File: config.mk
export PLATFORM = sky130hd
export DESIGN_NAME = i2s_rx_tdm_flat
export DESIGN_NICKNAME = d
export VERILOG_FILES = /design/src/rtl/i2s_rx_tdm_if.sv /design/src/rtl/i2s_rx_tdm.sv /design/src/flat_wrapper.sv
export SDC_FILE = /design/constraint.sdc
export NUM_CORES = 1
export LEC_CHECK = 0
export ABC_AREA = 1
export CAP_MARGIN = 20
export CORE_MARGIN = 2
export CORE_UTILIZATION = 34
export DETAILED_ROUTE_END_ITERATION = 12
export PLACE_DENSITY = 0.53
export SYNTH_ARGS = -nofsm -noshare
export SYNTH_HDL_FRONTEND = slang
export SYNTH_SLANG_ARGS = --single-unit
File: constraint.sdc
create_clock -name sclk_i -period 3 [get_ports sclk_i]
set_clock_uncertainty 0.05 [all_clocks]
set_input_delay 0.45 -clock sclk_i [delete_from_list [all_inputs] [get_ports sclk_i]]
set_output_delay 0.45 -clock sclk_i [all_outputs]
set_load 0.03 [all_outputs]
File: src/rtl/i2s_rx_tdm_if.sv
// Pin-level serial audio inputs and parallel frame/status outputs of the I2S/TDM receiver.
interface i2s_rx_tdm_if #(
  parameter int DATA_WIDTH = 16,
  parameter int NUM_CH     = 2
);
  logic                         ws_i;
  logic                         sdata_i;
  logic [NUM_CH*DATA_WIDTH-1:0] data_o;
  logic                         valid_o;
  logic                         locked_o;
  logic                         error_o;
  logic [7:0]                   err_count_o;

  modport master (
    output ws_i, sdata_i,
    input  data_o, valid_o, locked_o, error_o, err_count_o
  );

  modport slave (
    input  ws_i, sdata_i,
    output data_o, valid_o, locked_o, error_o, err_count_o
  );
endinterface

File: src/rtl/i2s_rx_tdm.sv
// Parametrised I2S / TDM serial audio receiver: deserialises one packed frame per sample period,
// with lock detection and sticky framing-error reporting, entirely in the bit-clock domain.
module i2s_rx_tdm #(
  parameter int DATA_WIDTH = 16,
  parameter int SLOT_WIDTH = 16,
  parameter int NUM_CH     = 2,
  parameter int MODE       = 0
) (
  input  logic        sclk_i,
  input  logic        rst_n_i,
  i2s_rx_tdm_if.slave bus
);

  localparam int BW = $clog2(SLOT_WIDTH + 1);
  localparam int SW = (NUM_CH > 1) ? $clog2(NUM_CH) : 1;

  localparam logic [BW-1:0] L_DW_M1  = BW'(DATA_WIDTH - 1);
  localparam logic [BW-1:0] L_SW     = BW'(SLOT_WIDTH);
  localparam logic [BW-1:0] L_SW_M1  = BW'(SLOT_WIDTH - 1);
  localparam logic [BW-1:0] L_BIT1   = BW'(1);
  localparam logic [SW-1:0] L_LAST   = SW'(NUM_CH - 1);
  localparam logic [SW-1:0] L_SLOT1  = SW'(1);

  typedef enum logic {
    ST_SYNC,
    ST_RUN
  } state_t;

  state_t                       r_state;
  state_t                       w_state_nxt;

  logic                         r_ws_q;
  logic [BW-1:0]                r_bit_idx;
  logic [SW-1:0]                r_slot;
  logic [DATA_WIDTH-1:0]        r_shift;
  logic [DATA_WIDTH-1:0]        r_stage [NUM_CH];
  logic                         r_frame_bad;
  logic                         r_last_done;
  logic [NUM_CH*DATA_WIDTH-1:0] r_data;
  logic                         r_valid;
  logic                         r_locked;
  logic                         r_error;
  logic [7:0]                   r_err_cnt;

  logic                         w_frame_start;
  logic                         w_slot_start;
  logic                         w_commit;
  logic                         w_commit_last;
  logic                         w_short;
  logic                         w_early;
  logic                         w_err;
  logic                         w_emit;
  logic                         w_advance;
  logic [DATA_WIDTH-1:0]        w_word;

  always_ff @(posedge sclk_i) begin
    if (!rst_n_i) begin
      r_state <= ST_SYNC;
    end else begin
      r_state <= w_state_nxt;
    end
  end

  // A boundary means the bit sampled now closes the current slot; the next bit is the next slot's MSB.
  always_comb begin
    w_state_nxt   = r_state;
    w_frame_start = 1'b0;
    w_slot_start  = 1'b0;
    w_commit      = 1'b0;
    w_commit_last = 1'b0;
    w_short       = 1'b0;
    w_early       = 1'b0;
    w_err         = 1'b0;
    w_emit        = 1'b0;
    w_advance     = 1'b0;
    w_word        = DATA_WIDTH'({r_shift, bus.sdata_i});

    if (MODE == 0) begin
      w_frame_start = r_ws_q & ~bus.ws_i;
      w_slot_start  = ~r_ws_q & bus.ws_i;
    end else begin
      w_frame_start = bus.ws_i;
    end

    case (r_state)
      ST_SYNC: begin
        if (w_frame_start) begin
          w_state_nxt = ST_RUN;
        end
      end
      ST_RUN: begin
        w_commit      = (r_bit_idx == L_DW_M1);
        w_commit_last = w_commit && (r_slot == L_LAST);
        w_short       = (w_frame_start | w_slot_start) && (r_bit_idx < L_DW_M1);
        w_early       = (MODE != 0) && w_frame_start && !(r_last_done || w_commit_last);
        w_err         = w_short | w_early;
        w_emit        = w_commit_last && !r_frame_bad && !w_err;
        w_advance     = (MODE != 0) && !w_frame_start && (r_bit_idx == L_SW_M1) &&
                        (r_slot != L_LAST);
      end
      default: begin
        w_state_nxt = ST_SYNC;
      end
    endcase
  end

  always_ff @(posedge sclk_i) begin
    if (!rst_n_i) begin
      r_ws_q      <= 1'b0;
      r_bit_idx   <= '0;
      r_slot      <= '0;
      r_shift     <= '0;
      for (int c = 0; c < NUM_CH; c++) begin
        r_stage[c] <= '0;
      end
      r_frame_bad <= 1'b0;
      r_last_done <= 1'b0;
      r_data      <= '0;
      r_valid     <= 1'b0;
      r_locked    <= 1'b0;
      r_error     <= 1'b0;
      r_err_cnt   <= '0;
    end else begin
      r_ws_q  <= bus.ws_i;
      r_valid <= 1'b0;

      if (r_state == ST_SYNC) begin
        if (w_frame_start) begin
          r_bit_idx   <= '0;
          r_slot      <= '0;
          r_frame_bad <= 1'b0;
          r_last_done <= 1'b0;
          r_locked    <= 1'b1;
        end
      end else begin
        if (r_bit_idx <= L_DW_M1) begin
          r_shift <= w_word;
        end
        if (w_commit) begin
          r_stage[r_slot] <= w_word;
        end
        if (w_commit_last) begin
          r_last_done <= 1'b1;
        end
        if (w_emit) begin
          for (int c = 0; c < NUM_CH; c++) begin
            r_data[c*DATA_WIDTH +: DATA_WIDTH] <= (c == NUM_CH - 1) ? w_word : r_stage[c];
          end
          r_valid <= 1'b1;
        end

        // An erroneous boundary still starts a slot/frame; only a mid-frame one poisons the frame.
        if (w_frame_start) begin
          r_bit_idx   <= '0;
          r_slot      <= '0;
          r_frame_bad <= 1'b0;
          r_last_done <= 1'b0;
        end else if (w_slot_start) begin
          r_bit_idx <= '0;
          r_slot    <= L_SLOT1;
          if (w_err) begin
            r_frame_bad <= 1'b1;
          end
        end else if (w_advance) begin
          r_bit_idx <= '0;
          r_slot    <= r_slot + L_SLOT1;
        end else if (r_bit_idx != L_SW) begin
          r_bit_idx <= r_bit_idx + L_BIT1;
        end

        if (w_err) begin
          r_error <= 1'b1;
          if (r_err_cnt != 8'hFF) begin
            r_err_cnt <= r_err_cnt + 8'd1;
          end
        end
      end
    end
  end

  assign bus.data_o      = r_data;
  assign bus.valid_o     = r_valid;
  assign bus.locked_o    = r_locked;
  assign bus.error_o     = r_error;
  assign bus.err_count_o = r_err_cnt;

endmodule

File: src/flat_wrapper.sv
// flat-port wrapper written by rule: the top's interface ports become plain ports
module i2s_rx_tdm_flat 
#(
  parameter int DATA_WIDTH = 16,
  parameter int SLOT_WIDTH = 16,
  parameter int NUM_CH     = 2,
  parameter int MODE       = 0
)
  (sclk_i, rst_n_i, bus_ws_i, bus_sdata_i, bus_data_o, bus_valid_o, bus_locked_o, bus_error_o, bus_err_count_o);
  i2s_rx_tdm_if #(.DATA_WIDTH(DATA_WIDTH), .NUM_CH(NUM_CH)) bus_i ();
  input  logic sclk_i;
  input  logic rst_n_i;
  input wire logic [$bits(bus_i.ws_i)-1:0] bus_ws_i;
  input wire logic [$bits(bus_i.sdata_i)-1:0] bus_sdata_i;
  output wire logic [$bits(bus_i.data_o)-1:0] bus_data_o;
  output wire logic [$bits(bus_i.valid_o)-1:0] bus_valid_o;
  output wire logic [$bits(bus_i.locked_o)-1:0] bus_locked_o;
  output wire logic [$bits(bus_i.error_o)-1:0] bus_error_o;
  output wire logic [$bits(bus_i.err_count_o)-1:0] bus_err_count_o;
  assign bus_i.ws_i = bus_ws_i;
  assign bus_i.sdata_i = bus_sdata_i;
  assign bus_data_o = bus_i.data_o;
  assign bus_valid_o = bus_i.valid_o;
  assign bus_locked_o = bus_i.locked_o;
  assign bus_error_o = bus_i.error_o;
  assign bus_err_count_o = bus_i.err_count_o;
  i2s_rx_tdm #(.DATA_WIDTH(DATA_WIDTH), .SLOT_WIDTH(SLOT_WIDTH), .NUM_CH(NUM_CH), .MODE(MODE)) u_core (.sclk_i(sclk_i), .rst_n_i(rst_n_i), .bus(bus_i));
endmodule
After elaboration in Yosys (flattened, before gate mapping)
Memory sizes are Yosys's and may differ from the RTL's. A register that Yosys moved wholly into a read port is not among the register bits.
Cells that the tools add are included.
{"block": "word_totals", "output_inout_bits": 43, "regBits": 67, "in_bits": 4, "mem_bits_rw": 32, "elab_cells": 73, "memories": 1}
{"memory": "u_core.r_stage", "words": 2, "word_bits": 16, "read_ports": 1, "rd_clocked_by_memory_dff": 1, "write_ports": 2, "line_no": "i2s_rx_tdm.sv:36", "text": "logic [DATA_WIDTH-1:0] r_stage [NUM_CH];"}
{"block": "op_classes", "reduce_logical": 21, "n_eq_ne": 3, "mux": 27, "add_sub_neg": 2, "magnitude_cmp": 2, "bitwise": 6}
{"operator": "$mux 5", "n": 5}
{"operator": "$mux 1", "n": 21}
{"operator": "$mux 16", "n": 1}
{"operator": "$reduce_or 16->1", "n": 1}
{"operator": "$reduce_and 2->1", "n": 7}
{"operator": "$add 8x1->8 const B", "n": 1}
{"operator": "$ne 8x8->1 const B", "n": 1}
{"operator": "$reduce_and 3->1", "n": 2}
{"operator": "$reduce_bool 2->1", "n": 3}
{"operator": "$add 5x1->5 const B", "n": 1}
{"operator": "$eq 5x4->1 const B", "n": 1}
{"operator": "$le 5x4->1 const B", "n": 1}
{"operator": "$lt 5x4->1 const B", "n": 1}
{"operator": "$ne 5x5->1 const B", "n": 1}
{"operator": "$logic_and 1x1->1", "n": 4}
{"operator": "$logic_not 1->1", "n": 3}
{"operator": "$not 1->1", "n": 3}
{"operator": "$reduce_bool 3->1", "n": 1}
{"operator": "$and 1x1->1", "n": 2}
{"operator": "$or 1x1->1", "n": 1}

Logic depth before layout (Yosys ltp)
Gate-level depths: netlist of run 1.
{"block": "depth", "word_depth": 9, "mapped_depth": 11, "mapped_depth_nobuf": 9}

Least setup slack after synthesis of run 1
No wires, ideal clock.
{"block": "synth_path", "kind": "reg-to-reg", "start": "register u_core.r_bit_idx[1]", "end": "memory u_core.r_stage[0][0] (enable)", "arrival_ps": 1875, "stages_incl_launch_ff": 8, "path_slack_ps": 703, "setup_time_ps": 372, "required_ps": 2578, "synth_period_minus_slack_ps": 2297, "path_cell_list": "dfxtp_1 > ha_1 > inv_1 > nor3_1 > ha_1 > nand4_1 > clkbuf_1 > nand2_1"}
{"element": "start, declared", "line_no": "i2s_rx_tdm.sv:33", "text": "logic [BW-1:0] r_bit_idx;"}
{"element": "start signal, assigned", "line_no": "i2s_rx_tdm.sv:168", "text": "r_bit_idx <= r_bit_idx + L_BIT1;"}
{"element": "end, declared", "line_no": "i2s_rx_tdm.sv:36"}

Worst setup path after layout of run 1
{"block": "layout_path", "start": "register u_core.r_bit_idx[1]", "end": "register u_core.r_data[14], in the netlist u_core.bus.data_o[14] (read register of u_core.r_stage)"}
{"block": "layout_via", "elab_chain_len": 6, "word_cells_on_any_way": 9}
{"element": "$lt 5x4->1 or $eq 5x4->1 (tied branches)", "line_no": "i2s_rx_tdm.sv:94, i2s_rx_tdm.sv:92"}
{"element": "$logic_and 1x1->1 (on tied branches)", "line_no": "i2s_rx_tdm.sv:94, i2s_rx_tdm.sv:93"}
{"element": "$logic_not 1->1 or $logic_and 1x1->1 (tied branches)", "line_no": "i2s_rx_tdm.sv:97", "text": "w_emit = w_commit_last && !r_frame_bad && !w_err;"}
{"element": "$logic_and 1x1->1 *", "line_no": "i2s_rx_tdm.sv:97"}
{"element": "$mux 1 *", "line_no": "i2s_rx_tdm.sv:85", "text": "case (r_state)"}
{"element": "$reduce_and 2->1 (no line) *"}
{"element": "end, declared", "line_no": "i2s_rx_tdm.sv:39", "text": "logic [NUM_CH*DATA_WIDTH-1:0] r_data;"}
Mark *: on every way between the ends. The rest lies on a longest branch, timed or not.
A chain may end at the register's enable or synchronous reset.

==> flow_summary.ini, run 1 <==
[clocking]
cts_resized = 0
cts_max_level = 3
clk_pin_slew_ns = 0.09
clk-insertion-delay-late_ns = 0.35
root_buffer = clkbuf_8
cts.sinks = 83
cts_tree = yes
numCtsBuffers = 9
postCtsHoldBufs = 0
cts_setup_buffers = 0
cts.path.max_buffers = 2

[global_route]
first_global_vias = 2737
antenna_found_initial = 0
grt_start_max_net_pins = 66
grt.total_usage_pct = 14.6
grt_pass1_wl_um = 13400
grt_overflow = 0

[cells_and_area]
nets = 513
layout_commonest_cell = nor2_1
area_growth_pct = 19.3
final_cell_mix = 100 x nor2_1, 82 x nand2_1, 67 x dfxtp_1, 45 x clkdlybuf4s50_1, 44 x a21oi_1
fin_area_um2 = 4370
antenna_cells = 0
drive_above_1_share_pct = 6.50

[critical_path]
critical-path-slowest-cell = dfxtp_1
path_buf_inv = 2
worstPathCellList = ha_1 > inv_1 > nor3_1 > ha_1 > nand2_2 > nor3_4 > buf_12 > nand3b_1 > nand2_1 > nor2_1
cpMostUsedCell = ha_1
crit_required_ns = 3.20
cpPeakStageDelay_ns = 0.43
cp-end-kind = register
path_class = reg -> reg
worstPathMaxFanout = 65
start_kind = register
arrival_ns = 2.51
cp_top_family = simple AND/OR/NAND/NOR gates

[drt]
viasPerCell = 4.65
drc = 0
firstDrtPassIters = 5
num_vias = 2994
wire_per_inst_um = 12.2
wirelength_um = 7840
first_iter_violations = 158
antenna_left = 0

[power_and_ir_drop]
worst_ir_drop_vdd_mv = 0.182
clock_power_share_pct = 35.9
p_switching_mw = 0.584
p_total_mw = 2.12
power_frac_comb_pct = 8.4
powerDensity_nw_per_um2 = 484
leakagePower_nw = 1.72
seqPwrFrac_pct = 55.7
p_int_mw = 1.53
switching_share_pct = 27.6

[synth]
syn_area_um2 = 3660
syn-num-nets = 478
ys_warn_count = 0
ys_ff_latch = 83
syn_area_per_cell_um2 = 7.83
synth_top_flop_cell = dfxtp_1
yosysUniqueCellTypes = 28
synth_edf_count = 16
syn_inst = 468
yosysSeqAreaShare_pct = 49.7
synthArstFlopShare_pct = 0

[hold_path]
hold_path.class = reg -> reg

[sta]
drv_slew = 0
worstMarginPinSlew_ns = 0.657
rsz0062_at_grt = no
min_period_ns = 2.31
max_freq_mhz = 433
whs_ns = 0.409
finalHoldViolCount = 0
setup-tns-final_ns = 0
relSlewSlack_pct = 56.1
finalSetupViolations = 0
fin_crit_sh_pct = 77.0

[die]
fp-row-count = 37
die_area_um2 = 11600
start_util_pct = 35.2
die_width_um = 108
die_y_um = 108
core-area_um2 = 10400
ios = 47

[run]
maxCapViolCount = 0

[place]
placed_cell_area_um2 = 4190
place.gp.congestion = 0.766
port-buffer-count = 46
dp_hpwl_um = 5260

[run_status]
status = completed
[worst register-to-register path, cell delays in order, from the launching register on]
cell      delay (ns)
dfxtp_1         0.43
ha_1            0.21
inv_1           0.05
nor3_1          0.15
ha_1            0.28
nand2_2         0.25
nor3_4          0.23
buf_12          0.29
nand3b_1        0.15
nand2_1         0.08
nor2_1          0.04
[path summary, 6_finish.rpt]
path / end / cells after the start / startpoint / slack [ns]
setup / recovery: u_core.bus.data_o[14] / 10 / u_core.r_bit_idx[1] / 0.69
hold / removal: u_core.bus.error_o / 2 / u_core.bus.error_o / 0.41
setup reg to reg: u_core.bus.data_o[14] / 10 / u_core.r_bit_idx[1] / 0.69
hold reg to reg: u_core.bus.error_o / 2 / u_core.bus.error_o / 0.41
[layer usage]
| metal | routed length, um | vias to the layer above | GRT usage (%) |
|---|---|---|---|
| met2 | 3390 | 43 | 21.2 |
| met5 | 0 | - | 0 |
| met4 | 146 | 0 | 6.87 |
| met3 | 257 | 10 | 2.48 |
| met1 | 4040 | 1366 | 21.0 |
| li1 | - | 1575 | - |
[flip-flops by register name, summed over array words and instances, names as in the netlist]
signal                  count
u_core.bus.valid_o          1
u_core.r_stage             16
u_core.bus.data_o          32
u_core.bus.err_count_o      8
u_core.r_slot               1
u_core.bus.locked_o         1
u_core.bus.error_o          1
u_core.r_state              1
u_core.r_ws_q               1
u_core.r_bit_idx            5
u_core.r_shift             15
u_core.r_frame_bad          1
[cells by family (layout without fill, tap and decap cells)]
kind of cell             count (synthesis)  in the layout  share of synthesized area [%]
flip-flops                              83             83                           49.7
adder cells (fa/ha/maj)                  6              6                           2.05
AND/OR/NAND/NOR                        256            256                           31.4
AO/OA/AOI/OAI                           53             53                           7.58
XOR/XNOR                                 1              1                          0.239
buffers and inverters                   69            109                           8.98
[synth_stat cells (6+ instances only)]
master      n  area share [%]
nand3_1    36             4.9
a21oi_1    44             6.0
dfxtp_1    67              37
nand2_1    82             8.4
nand3b_1   17             3.5
inv_1      40             4.1
buf_2       8             1.1
nand4_1    10             1.7
nor2_1    100              10
ha_1        6             2.0
edfxtp_1   16              13
o21ai_0     7            0.96
buf_6       6             1.8
[stage by stage]
| step | instances | utilization, % | worst slack (ns) |
|---|---|---|---|
| final | 644 | 42.0 | 0.691 |
| after global routing | 644 | 42.0 | 0.480 |
| after CTS | 644 | 42.0 | 0.698 |
| after detailed placement | 628 | 40.2 | 0.636 |
| after global placement | 628 | 40.2 | 0.643 |
| after floorplan | 468 | - | 0.703 |
[layout make-up]
type	instances	area, um2
clock inverter	7	61.3
sequential	83	1820
timing repair buffer	51	518
multi-input combinational	316	1520
tap	136	170
fill	1097	6040
inverter	42	158
clock buffer	9	124
[power by group through the flow]
stage                     clock (mW)  combinational (mW)  sequential, mW
final                          0.760               0.178            1.18
after global routing           0.842               0.204            1.18
after CTS                      0.796               0.180            1.18
after detailed placement           0               0.179            1.21
after global placement             0               0.178            1.20
after floorplan                    0               0.148            1.20
Power figures use the tool's default switching activity.
==> run 2: changes to the inputs <==
clock period = 2.29 ns   (was 3 ns; I/O delays follow)
==> flow_summary.ini, run 2 (synthesis results as in run 1) <==
[clocking]
clk_pin_slew_ns = 0.08
cts_tree = yes
cts.path.max_buffers = 2
cts_max_level = 3
postCtsHoldBufs = 0
numCtsBuffers = 9
clk-insertion-delay-late_ns = 0.34
root_buffer = clkbuf_8
cts.sinks = 83

[global_route]
first_global_vias = 2794
grt_start_max_net_pins = 54
grt_pass1_wl_um = 13500
grt_overflow = 0
antenna_found_initial = 0
grt.total_usage_pct = 14.8

[run]
maxCapViolCount = 0

[critical_path]
cp-end-kind = register
worstPathCellList = ha_1 > inv_1 > nor3_1 > ha_2 > nand2_2 > nor3_4 > buf_12 > nand3b_1 > nand2_1 > nor2_1
path_buf_inv = 2
start_kind = register
worstPathMaxFanout = 37
arrival_ns = 2.25
crit_required_ns = 2.48
cp_top_family = simple AND/OR/NAND/NOR gates
critical-path-slowest-cell = dfxtp_1
path_class = reg -> reg
cpPeakStageDelay_ns = 0.41

[sta]
max_freq_mhz = 487
finalHoldViolCount = 0
drv_slew = 0
setup-tns-final_ns = 0
worstMarginPinSlew_ns = 0.422
relSlewSlack_pct = 71.8
fin_crit_sh_pct = 89.6
min_period_ns = 2.05
whs_ns = 0.387
finalSetupViolations = 0
rsz0062_at_grt = no

[cells_and_area]
antenna_cells = 0
largest_reg_flops = 32
area_growth_pct = 20.9
final_cell_mix = 100 x nor2_1, 81 x nand2_1, 67 x dfxtp_1, 45 x clkdlybuf4s50_1, 44 x a21oi_1
nets = 516
drive_above_1_share_pct = 7.05
layout_commonest_cell = nor2_1

[drt]
num_vias = 3005
first_iter_violations = 180
firstDrtPassIters = 4
antenna_left = 0
wirelength_um = 7970
viasPerCell = 4.64
wire_per_inst_um = 12.3
drc = 0

[power_and_ir_drop]
powerDensity_nw_per_um2 = 645
worst_ir_drop_vdd_mv = 0.216
leakagePower_nw = 1.75

[place]
port-buffer-count = 46
dp_hpwl_um = 5450
place.gp.congestion = 0.806

[die]
fp-row-count = 37
core-area_um2 = 10400
die_area_um2 = 11600
die_y_um = 108
ios = 47
start_util_pct = 35.2
die_width_um = 108

[hold_path]
hold_path.class = in -> reg

[run_status]
status = completed
## run 2: changes by cell type in the layout (fill, tap and decap cells not counted), sizes merged
cell | previous run | this run
inv | 44 | 42
clkinv | 4 | 3
bufinv | 0 | 1
clkinvlp | 1 | 0
buf | 6 | 9
clkbuf | 9 | 12
## run 2: repair_timing
item / 4_1_cts / 5_1_grt
setup endpoints to repair: 0 / 1
buffers inserted: 0 / 0
resized for setup: 0 / 1
## run 2: path summary, 6_finish.rpt
check                            from  slack, ns                   endpoint  cells past startpoint
setup / recovery  u_core.r_bit_idx[1]       0.24      u_core.bus.data_o[14]                     10
hold / removal                rst_n_i       0.39  u_core.bus.err_count_o[5]                      3
setup reg to reg  u_core.r_bit_idx[1]       0.24      u_core.bus.data_o[14]                     10
hold reg to reg    u_core.bus.error_o       0.41         u_core.bus.error_o                      2
## run 2: power by group
group	internal [mW]	switching [mW]
logic	0.0754	0.161
registers	1.52	0.0227
clock network	0.563	0.515
total	2.16	0.699
## run 2: worst reg2reg max path, cell delays in order (launching register included)
cell	delay, ns
dfxtp_1	0.41
ha_1	0.19
inv_1	0.05
nor3_1	0.18
ha_2	0.27
nand2_2	0.09
nor3_4	0.23
buf_12	0.24
nand3b_1	0.11
nand2_1	0.07
nor2_1	0.04
## run 2: area by class of cell
cell class / count / area, um2
Timing Repair Buffer: 54 / 553
Fill cell: 1113 / 5990
Clock buffer: 12 / 155
Tap cell: 136 / 170
Sequential cell: 83 / 1820
Clock inverter: 4 / 47.5
Multi-Input combinational cell: 316 / 1520
Inverter: 42 / 158
## run 2: through the flow
step | std cells | area, um2 | setup WS (ns) | utilization [%] | power, mW
2_1_floorplan | 468 | 3670 | 0.162 | - | 1.77
3_3_place_gp | 631 | 4220 | 0.178 | 40.6 | 1.81
3_5_place_dp | 631 | 4220 | 0.0527 | 40.6 | 1.82
4_1_cts | 647 | 4430 | 0.180 | 42.5 | 2.89
5_1_grt | 647 | 4430 | 0.00756 | 42.5 | 3.00
6_report | 647 | 4430 | 0.238 | 42.5 | 2.86
## run 2: routing by layer
metal	wire (um)	up-vias	track usage (%)
met5	0	-	0
met4	142	0	6.87
met3	301	9	2.42
met2	3450	63	22.6
met1	4080	1349	20.4
li1	-	1584	-
